--- config.mk ---
export PLATFORM = sky130hd
export DESIGN_NAME = sfx_request_issuer
export DESIGN_NICKNAME = d
export VERILOG_FILES = /design/src/rtl/sfx_pkg.sv /design/src/rtl/sfx_fifo.sv /design/src/rtl/sfx_request_issuer.sv
export SDC_FILE = /design/constraint.sdc
export NUM_CORES = 1
export LEC_CHECK = 0
export BUFFER_PORTS_ARGS = -buffer_cell sky130_fd_sc_hd__buf_4
export CAP_MARGIN = 15
export CELL_PAD_IN_SITES_DETAIL_PLACEMENT = 0
export CELL_PAD_IN_SITES_GLOBAL_PLACEMENT = 1
export CORE_UTILIZATION = 40
export DETAILED_ROUTE_END_ITERATION = 10
export PLACE_DENSITY = 0.81
export SLEW_MARGIN = 25
export SYNTH_ARGS = -nofsm -noshare
export SYNTH_HDL_FRONTEND = slang
export SYNTH_SLANG_ARGS = --single-unit
export TNS_END_PERCENT = 50
--- constraint.sdc ---
create_clock -name clk -period 3.4 [get_ports clk]
set_input_delay 0.51 -clock clk [delete_from_list [all_inputs] [get_ports clk]]
set_output_delay 0.51 -clock clk [all_outputs]
set_load 0.005 [all_outputs]
--- src/rtl/sfx_pkg.sv ---
// Shared SFX definitions: effect codes, issuer FSM states and the code-validity check.
package sfx_pkg;

  localparam logic [1:0] SFX_LASER = 2'b01;
  localparam logic [1:0] SFX_DEATH = 2'b11;

  typedef enum logic [1:0] {
    IDLE  = 2'd0,
    ISSUE = 2'd1,
    WAIT  = 2'd2
  } sfxState_t;

  function automatic logic isValidCode(input logic [1:0] code);
    return (code == SFX_LASER) || (code == SFX_DEATH);
  endfunction

endpackage

--- src/rtl/sfx_fifo.sv ---
// Small request queue with flush and a registered read port that doubles as the issue holding register.
module sfx_fifo #(
  parameter int DEPTH = 4
) (
  input  logic                     clk,
  input  logic                     clr,
  input  logic                     push,
  input  logic                     pop,
  input  logic                     flush,
  input  logic [1:0]               wrData,
  output logic [1:0]               rdData,
  output logic [$clog2(DEPTH):0]   level,
  output logic                     full,
  output logic                     empty
);

  localparam int PW = $clog2(DEPTH);
  localparam int LW = PW + 1;

  logic [1:0]    mem [DEPTH];
  logic [PW-1:0] wrPtrReg;
  logic [PW-1:0] rdPtrReg;
  logic [LW-1:0] levelReg;
  logic [1:0]    rdDataReg;
  logic          pushOk;
  logic          popOk;

  assign full   = (levelReg == LW'(DEPTH));
  assign empty  = (levelReg == '0);
  assign pushOk = push && !full;
  assign popOk  = pop && !empty;

  // A flush with push restarts the queue with the new entry in slot 0.
  always_ff @(posedge clk) begin
    if (pushOk) mem[flush ? '0 : wrPtrReg] <= wrData;
  end

  always_ff @(posedge clk) begin
    if (!clr) begin
      wrPtrReg  <= '0;
      rdPtrReg  <= '0;
      levelReg  <= '0;
      rdDataReg <= 2'b00;
    end else begin
      if (popOk) rdDataReg <= mem[rdPtrReg];
      if (flush) begin
        rdPtrReg <= '0;
        wrPtrReg <= pushOk ? PW'(1) : '0;
        levelReg <= pushOk ? LW'(1) : '0;
      end else begin
        if (pushOk) wrPtrReg <= wrPtrReg + 1'b1;
        if (popOk)  rdPtrReg <= rdPtrReg + 1'b1;
        case ({pushOk, popOk})
          2'b10:   levelReg <= levelReg + 1'b1;
          2'b01:   levelReg <= levelReg - 1'b1;
          default: levelReg <= levelReg;
        endcase
      end
    end
  end

  assign rdData = rdDataReg;
  assign level  = levelReg;

endmodule

--- src/rtl/sfx_request_issuer.sv ---
// Queues SFX requests and issues them one at a time to the sound register controller.
// Optional wait-for-done timeout is enabled by defining SFX_TIMEOUT_EN.
module sfx_request_issuer
  import sfx_pkg::*;
#(
  parameter int DEPTH          = 4,
  parameter int TIMEOUT_CYCLES = 1 << 22
) (
  input  logic                   clk,
  input  logic                   clr,
  input  logic                   req_valid,
  input  logic [1:0]             req_code,
  output logic                   req_ready,
  output logic                   writeEn,
  output logic [1:0]             writeData,
  input  logic                   done,
  output logic                   busy,
  output logic [$clog2(DEPTH):0] level,
  output logic                   overflow,
  output logic                   timeout
);

  sfxState_t stateReg;
  sfxState_t stateNext;
  logic      full;
  logic      empty;
  logic      pushReq;
  logic      push;
  logic      flush;
  logic      pop;
  logic      overflowReg;
  logic      waitExpired;

  assign pushReq = req_valid && isValidCode(req_code);
  assign push    = pushReq && !full;
  assign flush   = push && (req_code == SFX_DEATH);

  sfx_fifo #(
    .DEPTH(DEPTH)
  ) uFifo (
    .clk   (clk),
    .clr   (clr),
    .push  (push),
    .pop   (pop),
    .flush (flush),
    .wrData(req_code),
    .rdData(writeData),
    .level (level),
    .full  (full),
    .empty (empty)
  );

  assign req_ready = !full;

  always_ff @(posedge clk) begin
    if (!clr) begin
      stateReg    <= IDLE;
      overflowReg <= 1'b0;
    end else begin
      stateReg <= stateNext;
      if (pushReq && full) overflowReg <= 1'b1;
    end
  end

  assign overflow = overflowReg;

  always_comb begin
    stateNext = stateReg;
    pop       = 1'b0;
    writeEn   = 1'b0;
    busy      = 1'b0;
    case (stateReg)
      IDLE: begin
        if (!empty) begin
          pop       = 1'b1;
          stateNext = ISSUE;
        end
      end
      ISSUE: begin
        writeEn   = 1'b1;
        stateNext = WAIT;
      end
      WAIT: begin
        busy = 1'b1;
        if (done || waitExpired) stateNext = IDLE;
      end
      default: stateNext = IDLE;
    endcase
  end

`ifdef SFX_TIMEOUT_EN
  localparam int CW = $clog2(TIMEOUT_CYCLES + 1);

  logic [CW-1:0] waitCntReg;
  logic          timeoutReg;

  // Counter is 0 in the first WAIT cycle, so expiry lands after exactly TIMEOUT_CYCLES WAIT cycles.
  assign waitExpired = (waitCntReg == CW'(TIMEOUT_CYCLES - 1));

  always_ff @(posedge clk) begin
    if (!clr) begin
      waitCntReg <= '0;
      timeoutReg <= 1'b0;
    end else begin
      waitCntReg <= (stateReg == WAIT) ? waitCntReg + 1'b1 : '0;
      if ((stateReg == WAIT) && !done && waitExpired) timeoutReg <= 1'b1;
    end
  end

  assign timeout = timeoutReg;
`else
  assign waitExpired = 1'b0;
  assign timeout     = 1'b0;
`endif

endmodule

==> metrics.txt, run 1 <==
Most used DFF post-synth=dfxtp_1; die width=roughly 50 um; Area Overhead vs Synth=17.0%; Worst-Margin Slew=about 0.67 ns; Synth warnings=0; Max-cap violations=0; Synth top area share=approximately a quarter; RSZ-0062 raised after global routing=false; clk buf depth=2; Crit Path Max Fanout=8; Worst Skew=approximately 0.0046 ns; most frequent cell after synthesis=nor2_1; Syn Inst Count=87; die area=2530 um2; number of diodes=0; pwr dens=~710 nW/um2; Rel. slew slack=54.9%; Flop pwr share=44.6%; first-pass GRT wire length=3030 um; cts bufs inserted=3; Finished Cell Area=roughly 1100 um2; Final Non-Filler Cells=approximately 130; final hold vios=0; area leader, netlist=dfxtp_1; Post-Route WL=roughly 1700 um; clk_lat worst skew=roughly 0.29 ns; Pre-antenna DRT Iters=4; PortBufs=14; io pins=16; # resized after CTS=0; vias per std cell=5.23; Period Utilization, post-route=between 60% and 70%; pre-CTS setup slack=~1.1 ns; Die H=a little over 50 um; Critical Path RT=about 3.6 ns; syn avg cell area=10.7 um2; drt initial violations=17; final setup TNS=0 ns; power share of the clock group=between 10% and 20%; layout cells sized above 1=~20%; sequential-to-total area share from yosys stat=51.5%; placed insts=128; CTS tree=built; GP Congestion=around 0.76; Yosys cell types=29; crit path launch type=flip-flop; sw frac=35.0%; internal power=approximately 500 uW; Hold WC Path Type=in2reg; fmax=430 MHz; synth top area cells=dfxtp_1, edfxtp_1, nor2_1; overall routing resource usage=between 10% and 20%; #FFs+latches synth=20; nets@finish=112; FFs w/ async S/R, synth=0%; hold slack=about 0.43 ns; min Tclk post-route=around 2.3 ns; synthesized area=around 930 um2; Row Count=17; HPWL Detailed=around 1300 um; net switching power=about 270 uW; Routed Antenna Nets=0; Crit Path Class=reg2reg; CTS H-tree lvls=1; endpoints failing setup=0; Slew Limit Fails=0; GRT overflow=0; DR WL/cell=between 10 and 15 um; Worst-path clk slew=around 0.11 ns; # clock sinks=20; EDFF count, synth=8; Peak VDD IR=approximately 0.34 mV; initial antenna violation count=0; Clock Tree Root=clkbuf_4; Post-synth top cells=nor2_1, dfxtp_1, edfxtp_1, nand2_1, mux2i_1; largest net degree at the start of global routing=12; Arr. time, crit path=between 2 and 3 ns; Placed Area=between 1000 and 1500 um2; Logic pwr share=about two fifths; vias=690; Critical Path Sink Type=flip-flop; total setup buffers inserted after CTS=0; LEAKAGE=about 0.45 nW; final worst slack=between 1 and 1.5 ns; vias in the first global route=~650; status=finished clean; DRC=0; Starting Density=a little over two fifths; Synthesized Nets=94; Core ar.=between 2000 and 2500 um2; Hold Buf Count CTS=0
-- state kept, by name, summed over array words and instances (netlist names) --
register        count
uFifo.mem           8
uFifo.level         3
stateReg            2
uFifo.rdData        2
uFifo.rdPtrReg      2
uFifo.wrPtrReg      2
overflow            1
-- worst max-delay path, stage by stage, from the launching register on --
cell and delay, ns:
dfxtp_1 0.44, o31ai_4 0.56, nor2_1 0.11, fa_1 0.43
nor3_1 0.22, and2_1 0.19, o21ai_0 0.09, and3_1 0.19
-- final timing paths --
check	slack, ns	startpoint	cells past startpoint	to
worst max-delay path	1.08	uFifo.level[0]	7	uFifo.level[2]
worst min-delay path	0.43	req_code[0]	1	uFifo.mem[3][0]
worst max register to register	1.08	uFifo.level[0]	7	uFifo.level[2]
worst min register to register	0.49	overflow	2	overflow
-- metrics by stage --
stage / util [%] / power (mW)
floorplan: - / 0.562
global route: 49.3 / 0.828
detailed placement: 48.1 / 0.660
global placement: 48.1 / 0.654
finish: 49.3 / 0.772
CTS: 49.3 / 0.777
-- kinds of logic after synthesis --
logic type,Yosys count,share of synthesized area [%]
and+or+nand+nor,35,18.0
DFF,20,51.5
AOI/OAI and AO/OA,15,12.5
muxes,7,10.2
buffers and inverters,5,2.42
xor gates and xnor gates,3,2.82
adders and majority gates,1,2.15
other,1,0.402
-- final cells by class --
cell class                      count  area [um2]
Sequential cell                    20         480
Multi-Input combinational cell     62         429
Clock buffer                        4        26.3
Tap cell                           28        35.0
Inverter                            4        15.0
Fill cell                         219        1120
Timing Repair Buffer               14         105
-- cells in the final DEF (no fill, tap or decap), types with 2 or more instances in the layout --
master and instances:
and2_1 2, inv_1 4, a21oi_1 2, and3_1 2
nor2b_1 2, o21ai_0 3, nand2_1 6, nor2_1 18
xor2_1 3, dfxtp_1 12, buf_4 14, edfxtp_1 8
o22ai_1 2, mux2i_1 5, o21a_1 2, mux4_2 2
clkbuf_4 3
-- routing by layer --
| layer | up-vias | global-route usage [%] | routed length [um] |
|---|---|---|---|
| met1 | 332 | 22.1 | 847 |
| met2 | 14 | 25.1 | 824 |
| met5 | - | 0 | 0 |
| met4 | 0 | 2.86 | 14 |
| met3 | 2 | 4.55 | 54 |
| li1 | 342 | - | - |
-- power groups by stage --
stage,registers (mW),clock network (mW),logic [mW]
global route,0.355,0.126,0.347
CTS,0.345,0.119,0.312
floorplan,0.342,0,0.220
finish,0.345,0.115,0.313
global placement,0.350,0,0.304
detailed placement,0.351,0,0.309
Note: power is estimated with default switching activity, not from simulation.
==> run 2: changes to the inputs <==
Settings changed: CORE_UTILIZATION 40 to 37, PLACE_DENSITY 0.81 to 0.79.
Clock period 3.4 ns to 2 ns, I/O delays scaled along.
==> run 2 against run 1 <==
Against the previous run: maximum frequency up 22%; core utilization up 1.8 points; first-iteration DRC count up 5.9%; global-route usage up 0.56 points; sequential share of layout area down 2.6 points.
==> metrics.txt, run 2 (synthesized netlist as in run 1, its figures left out) <==
hold wc startpoint=req_code[0] (unchanged); RSZ-0062 raised after global routing=false (unchanged); crit path launch type=flip-flop (unchanged); drt initial violations=18 (was 17); vias in the first global route=696 (was 653); Hold WC Path Type=in2reg (unchanged); Peak VDD IR=0.561 mV (was 0.344 mV); fmax=525 MHz (was 430 MHz); initial antenna violation count=0 (unchanged); Starting Density=40.6% (was 42.1%); max reg flops=8 (unchanged); Finished Cell Area=1170 um2 (was 1090 um2); Max-cap violations=0 (unchanged); Routed Antenna Nets=0 (unchanged); hold slack=0.221 ns (was 0.431 ns); Die H=52.2 um (was 50.3 um); CTS tree=built (unchanged); status=finished clean (unchanged); Arr. time, crit path=2.11 ns (was 2.52 ns); power share of the clock group=13.9% (was 14.9%); Post-Route WL=2010 um (was 1740 um); RR Endpoint=uFifo.level[2] (unchanged); Pre-antenna DRT Iters=4 (unchanged); Critical Path Sink Type=flip-flop (unchanged); vias=730 (was 690); vias per std cell=5.21 (was 5.23); most common cell after layout, fill and taps aside=buf_4 (was nor2_1); GP Congestion=0.783 (was 0.757); LEAKAGE=0.490 nW (was 0.449 nW); layout cells sized above 1=31.3% (was 20.2%); # clock sinks=20 (unchanged); Clock Tree Root=clkbuf_4 (unchanged); io pins=16 (unchanged); flop-to-flop setup slack=0.1 ns (was 1.08 ns); Worst-path clk slew=0.11 ns (about the same); internal power=951 uW (was 502 uW); first-pass GRT wire length=3150 um (was 3030 um); nets@finish=120 (was 112); Core ar.=2300 um2 (was 2210 um2); Final Non-Filler Cells=140 (was 132); slowest stage cell on the critical path=dfxtp_4 (was o31ai_4); CTS H-tree lvls=1 (unchanged); overall routing resource usage=16.6% (was 16.0%); Worst Reg-to-Reg Cells=8 (was 7); CP peak stage delay=0.41 ns (was 0.56 ns); Slew Limit Fails=0 (unchanged); worst-path cell chain=nor3b_4, nor2_1, nor2_1, fa_2, nor3_2, and2_1, a311o_1, and3_1 (was o31ai_4, nor2_1, fa_1, nor3_1, and2_1, o21ai_0, and3_1); Setup crit end=uFifo.level[2] (unchanged); cts bufs inserted=3 (unchanged); # fillers=213 (was 219); pwr dens=1250 nW/um2 (was 708 nW/um2); PortBufs=14 (unchanged); Row Count=17 (unchanged); clk buf depth=2 (unchanged); final setup TNS=0 ns (unchanged); endpoints failing setup=0 (unchanged); DRC=0 (unchanged); min Tclk post-route=1.90 ns (was 2.32 ns); Hold Buf Count CTS=0 (unchanged); Critical Path Source=uFifo.level[1] (was uFifo.level[0]); die width=52.2 um (was 50.3 um); DR WL/cell=14.4 um (was 13.2 um); final worst slack=0.0967 ns (was 1.08 ns); number of diodes=0 (unchanged); Logic pwr share=45.9% (was 40.5%); CP most frequent cell=nor2_1; HPWL Detailed=1460 um (was 1280 um); Period Utilization, post-route=95.2% (was 68.4%); clk_lat worst skew=0.30 ns (was 0.29 ns); largest net degree at the start of global routing=12 (unchanged); Crit Path Class=reg2reg (unchanged); pre-CTS setup slack=0.106 ns (was 1.13 ns); final hold vios=0 (unchanged); net switching power=515 uW (was 270 uW); Largest Register=uFifo.mem (unchanged); Flop pwr share=40.3% (was 44.6%); sw frac=35.1% (was 35.0%); commonest non-fill, non-tap cells in the layout=buf_4, nor2_1, dfxtp_1 (was nor2_1, buf_4, dfxtp_1); Placed Area=1120 um2 (was 1060 um2); Area Overhead vs Synth=25.9% (was 17.0%); die area=2720 um2 (was 2530 um2); RR Startpoint=uFifo.level[1] (was uFifo.level[0]); Crit Path Max Fanout=8 (unchanged); Worst Skew=0.00168 ns (was 0.00464 ns); Critical Path RT=2.21 ns (was 3.59 ns); GRT overflow=0 (unchanged); placed insts=135 (was 128)
[run 2: power by group through the flow]
stage          Clock (mW)  Sequential, mW  Combinational (mW)
6_report            0.203           0.590               0.672
5_1_grt             0.220           0.601               0.744
4_1_cts             0.205           0.580               0.637
3_5_place_dp            0           0.589               0.621
3_3_place_gp            0           0.585               0.609
2_1_floorplan           0           0.586               0.376
[run 2: worst max-delay path: cells and delay by family, from the launching register on]
kind            cells  cell delay, ns
compound gates      1            0.33
simple gates        6            0.82
flops               1            0.41
fa+ha+maj           1            0.25
[run 2: how the worst min path moves through the flow]
stage	to	cells after the start	slack, ns
2_1_floorplan	uFifo.mem[0][0]	0	0.40
3_3_place_gp	overflow	2	0.46
3_5_place_dp	overflow	2	0.47
4_1_cts	uFifo.mem[1][0]	1	0.22
5_1_grt	uFifo.mem[1][0]	1	0.22
6_report	uFifo.mem[1][0]	1	0.22
[run 2: cell type report]
| type | count | area [um2] | share of cell area (%) |
|---|---|---|---|
| clock buffer | 4 | 26.3 | 2.24 |
| inverter | 4 | 15.0 | 1.28 |
| multi-input combinational | 62 | 445 | 38.0 |
| sequential | 20 | 487 | 41.5 |
| tap | 28 | 35.0 | 2.99 |
| timing repair buffer | 22 | 165 | 14.1 |
[run 2: timing repair]
action	CTS	global route
hold endpoints to repair	0	0
gates resized for setup	0	6
buffers inserted	0	1
setup endpoints to repair	0	1
[run 2: routing by layer]
metal	GRT usage, %	part of all wire (%)
met5	0	0
met4	6.58	0.70
met3	2.61	3.3
met2	28.0	51
met1	21.1	44
[run 2: through the flow]
| step | total power [mW] | util (%) |
|---|---|---|
| after detailed placement | 1.21 | 49.0 |
| after floorplan | 0.963 | - |
| final | 1.47 | 51.1 |
| after global placement | 1.19 | 49.0 |
| after global routing | 1.57 | 51.1 |
| after CTS | 1.42 | 50.1 |
==> run 3: changes to the inputs <==
Settings changed: CORE_UTILIZATION 37 to 40, PLACE_DENSITY 0.79 to 0.81.
Clock period 2 ns to 2.3 ns, I/O delays scaled along.
==> run 3 against run 2 <==
Against the previous run: clock skew rose by 0.0032 ns; sequential cell count did not move; die area fell by 7.2%; critical path depth did not move.
==> metrics.txt, run 3 (synthesized netlist as in run 1, its figures left out) <==
crit path launch type=flip-flop (unchanged); min Tclk post-route=2.10 ns (was 1.90 ns); final hold vios=0 (unchanged); first-pass GRT wire length=3020 um (was 3150 um); slowest stage cell on the critical path=nor3b_2 (was dfxtp_4); Final Util=50.7% (was 51.1%); CP most frequent cell=nor2_1 (unchanged); pwr dens=1050 nW/um2 (was 1250 nW/um2); Critical Path RT=2.50 ns (was 2.21 ns); hold slack=0.275 ns (was 0.221 ns); Worst-path clk slew=0.11 ns (about the same); Starting Density=42.1% (was 40.6%); DRC=0 (unchanged); delay-heaviest family, CP=simple AND/OR/NAND/NOR gates (unchanged); number of diodes=0 (unchanged); Pre-antenna DRT Iters=4 (unchanged); RR Endpoint=uFifo.level[2] (unchanged); Hold Buf Count CTS=0 (unchanged); Arr. time, crit path=2.30 ns (was 2.11 ns); HPWL Detailed=1310 um (was 1460 um); commonest non-fill, non-tap cells in the layout=nor2_1, buf_4, dfxtp_1 (was buf_4, nor2_1, dfxtp_1); CP peak stage delay=0.38 ns (was 0.41 ns); Period Utilization, post-route=91.3% (was 95.2%); layout cells sized above 1=23.1% (was 31.3%); Row Count=17 (unchanged); Critical Path Sink Type=flip-flop (unchanged); Hold WC Path Type=in2reg (unchanged); DR WL/cell=12.8 um (was 14.4 um); Critical Path Source=uFifo.level[0] (was uFifo.level[1]); # fillers=226 (was 213); total setup buffers inserted after CTS=0 (unchanged); Setup crit end=uFifo.level[2] (unchanged); Max-cap violations=0 (unchanged); Crit Path Max Fanout=6 (was 8); nets@finish=116 (was 120); vias per std cell=5.20 (was 5.21); RSZ-0062 raised after global routing=false (unchanged); critical path depth=8 (unchanged); io pins=16 (unchanged); cts bufs inserted=3 (unchanged); Core ar.=2210 um2 (was 2300 um2); GRT overflow=0 (unchanged); RR Startpoint=uFifo.level[0] (was uFifo.level[1]); flop-to-flop setup slack=0.20 ns (was 0.1 ns); die area=2530 um2 (was 2720 um2); WHS Path Cells=1 (unchanged); initial antenna violation count=0 (unchanged); drt initial violations=16 (was 18); Peak VDD IR=0.575 mV (was 0.561 mV); # resized after CTS=0 (unchanged); overall routing resource usage=16.1% (was 16.6%); Worst-Margin Slew=~0.7 ns; pre-CTS setup slack=0.261 ns (was 0.106 ns); Clock Tree Root=clkbuf_4 (unchanged); Rel. slew slack=between 50% and 60%; CTS H-tree lvls=1 (unchanged); LEAKAGE=0.470 nW (was 0.490 nW); DRT met1 WL=845 um (was 896 um); endpoints failing setup=0 (unchanged); met3 WL post-DR=42 um (was 66 um); routed wl met2=840 um (was 1040 um); clk buf depth=2 (unchanged); Crit Path Class=reg2reg (unchanged); Slew Limit Fails=0 (unchanged); Routed Antenna Nets=0 (unchanged); fmax=476 MHz (was 525 MHz); # clock sinks=20 (unchanged); status=finished clean (unchanged); vias in the first global route=673 (was 696); clk_lat worst skew=0.29 ns (was 0.30 ns); Buf/Inv on CP=0 (unchanged); final worst slack=0.199 ns (was 0.0967 ns); Worst Reg-to-Reg Cells=8 (unchanged); Largest Register=uFifo.mem (unchanged); Area Overhead vs Synth=20.3% (was 25.9%); worst-path cell chain=nor3b_2, nor2_1, nor2_1, fa_1, nor3_1, and2_1, a311o_1, and3_1 (was nor3b_4, nor2_1, nor2_1, fa_2, nor3_2, and2_1, a311o_1, and3_1); highest metal used=met4 (unchanged); max reg flops=8 (unchanged); PortBufs=14 (unchanged); largest net degree at the start of global routing=12 (unchanged); final setup TNS=0 ns (unchanged); Post-Route WL=1740 um (was 2010 um); Worst Skew=0.00492 ns (was 0.00168 ns); CTS tree=built (unchanged); GP Congestion=0.778 (was 0.783); vias=707 (was 730); Die H=50.3 um (was 52.2 um); die width=50.3 um (was 52.2 um)
## run 3: worst min-delay path by stage
stage,from,to,slack [ns]
after CTS,req_code[0],uFifo.mem[2][0],0.27
after detailed placement,overflow,overflow,0.48
final,req_code[0],uFifo.mem[2][0],0.27
after global placement,overflow,overflow,0.47
after floorplan,req_code[0],uFifo.mem[0][0],0.44
after global routing,req_code[0],uFifo.mem[2][0],0.26
## run 3: metrics by stage
stage                     power [mW]  cell area, um2  instances
after global routing            1.27            1120        136
after CTS                       1.19            1120        136
after floorplan                0.831             932         87
final                           1.18            1120        136
after global placement          1.01            1090        132
after detailed placement        1.02            1090        132
## run 3: where the power goes
part	leakage, nW	switching (mW)	internal (mW)	total (mW)
clock	0.0154	0.102	0.0631	0.165
combinational	0.283	0.255	0.281	0.535
sequential	0.171	0.0478	0.430	0.478
## run 3: final cells by class
type / instances / area, um2 / area share [%]
flip-flops and latches: 20 / 480 / 42.9
multi-input cells: 62 / 429 / 38.3
inverters: 4 / 15.0 / 1.34
repair buffers: 18 / 135 / 12.1
clock buffers: 3 / 22.5 / 2.01
well taps: 28 / 35.0 / 3.12
clock inverters: 1 / 3.75 / 0.335
## run 3: metal layers
metal	track usage [%]	vias to the layer above
li1	-	356
met1	19.8	337
met2	26.7	12
met3	5.45	2
met4	4.29	0
met5	0	-
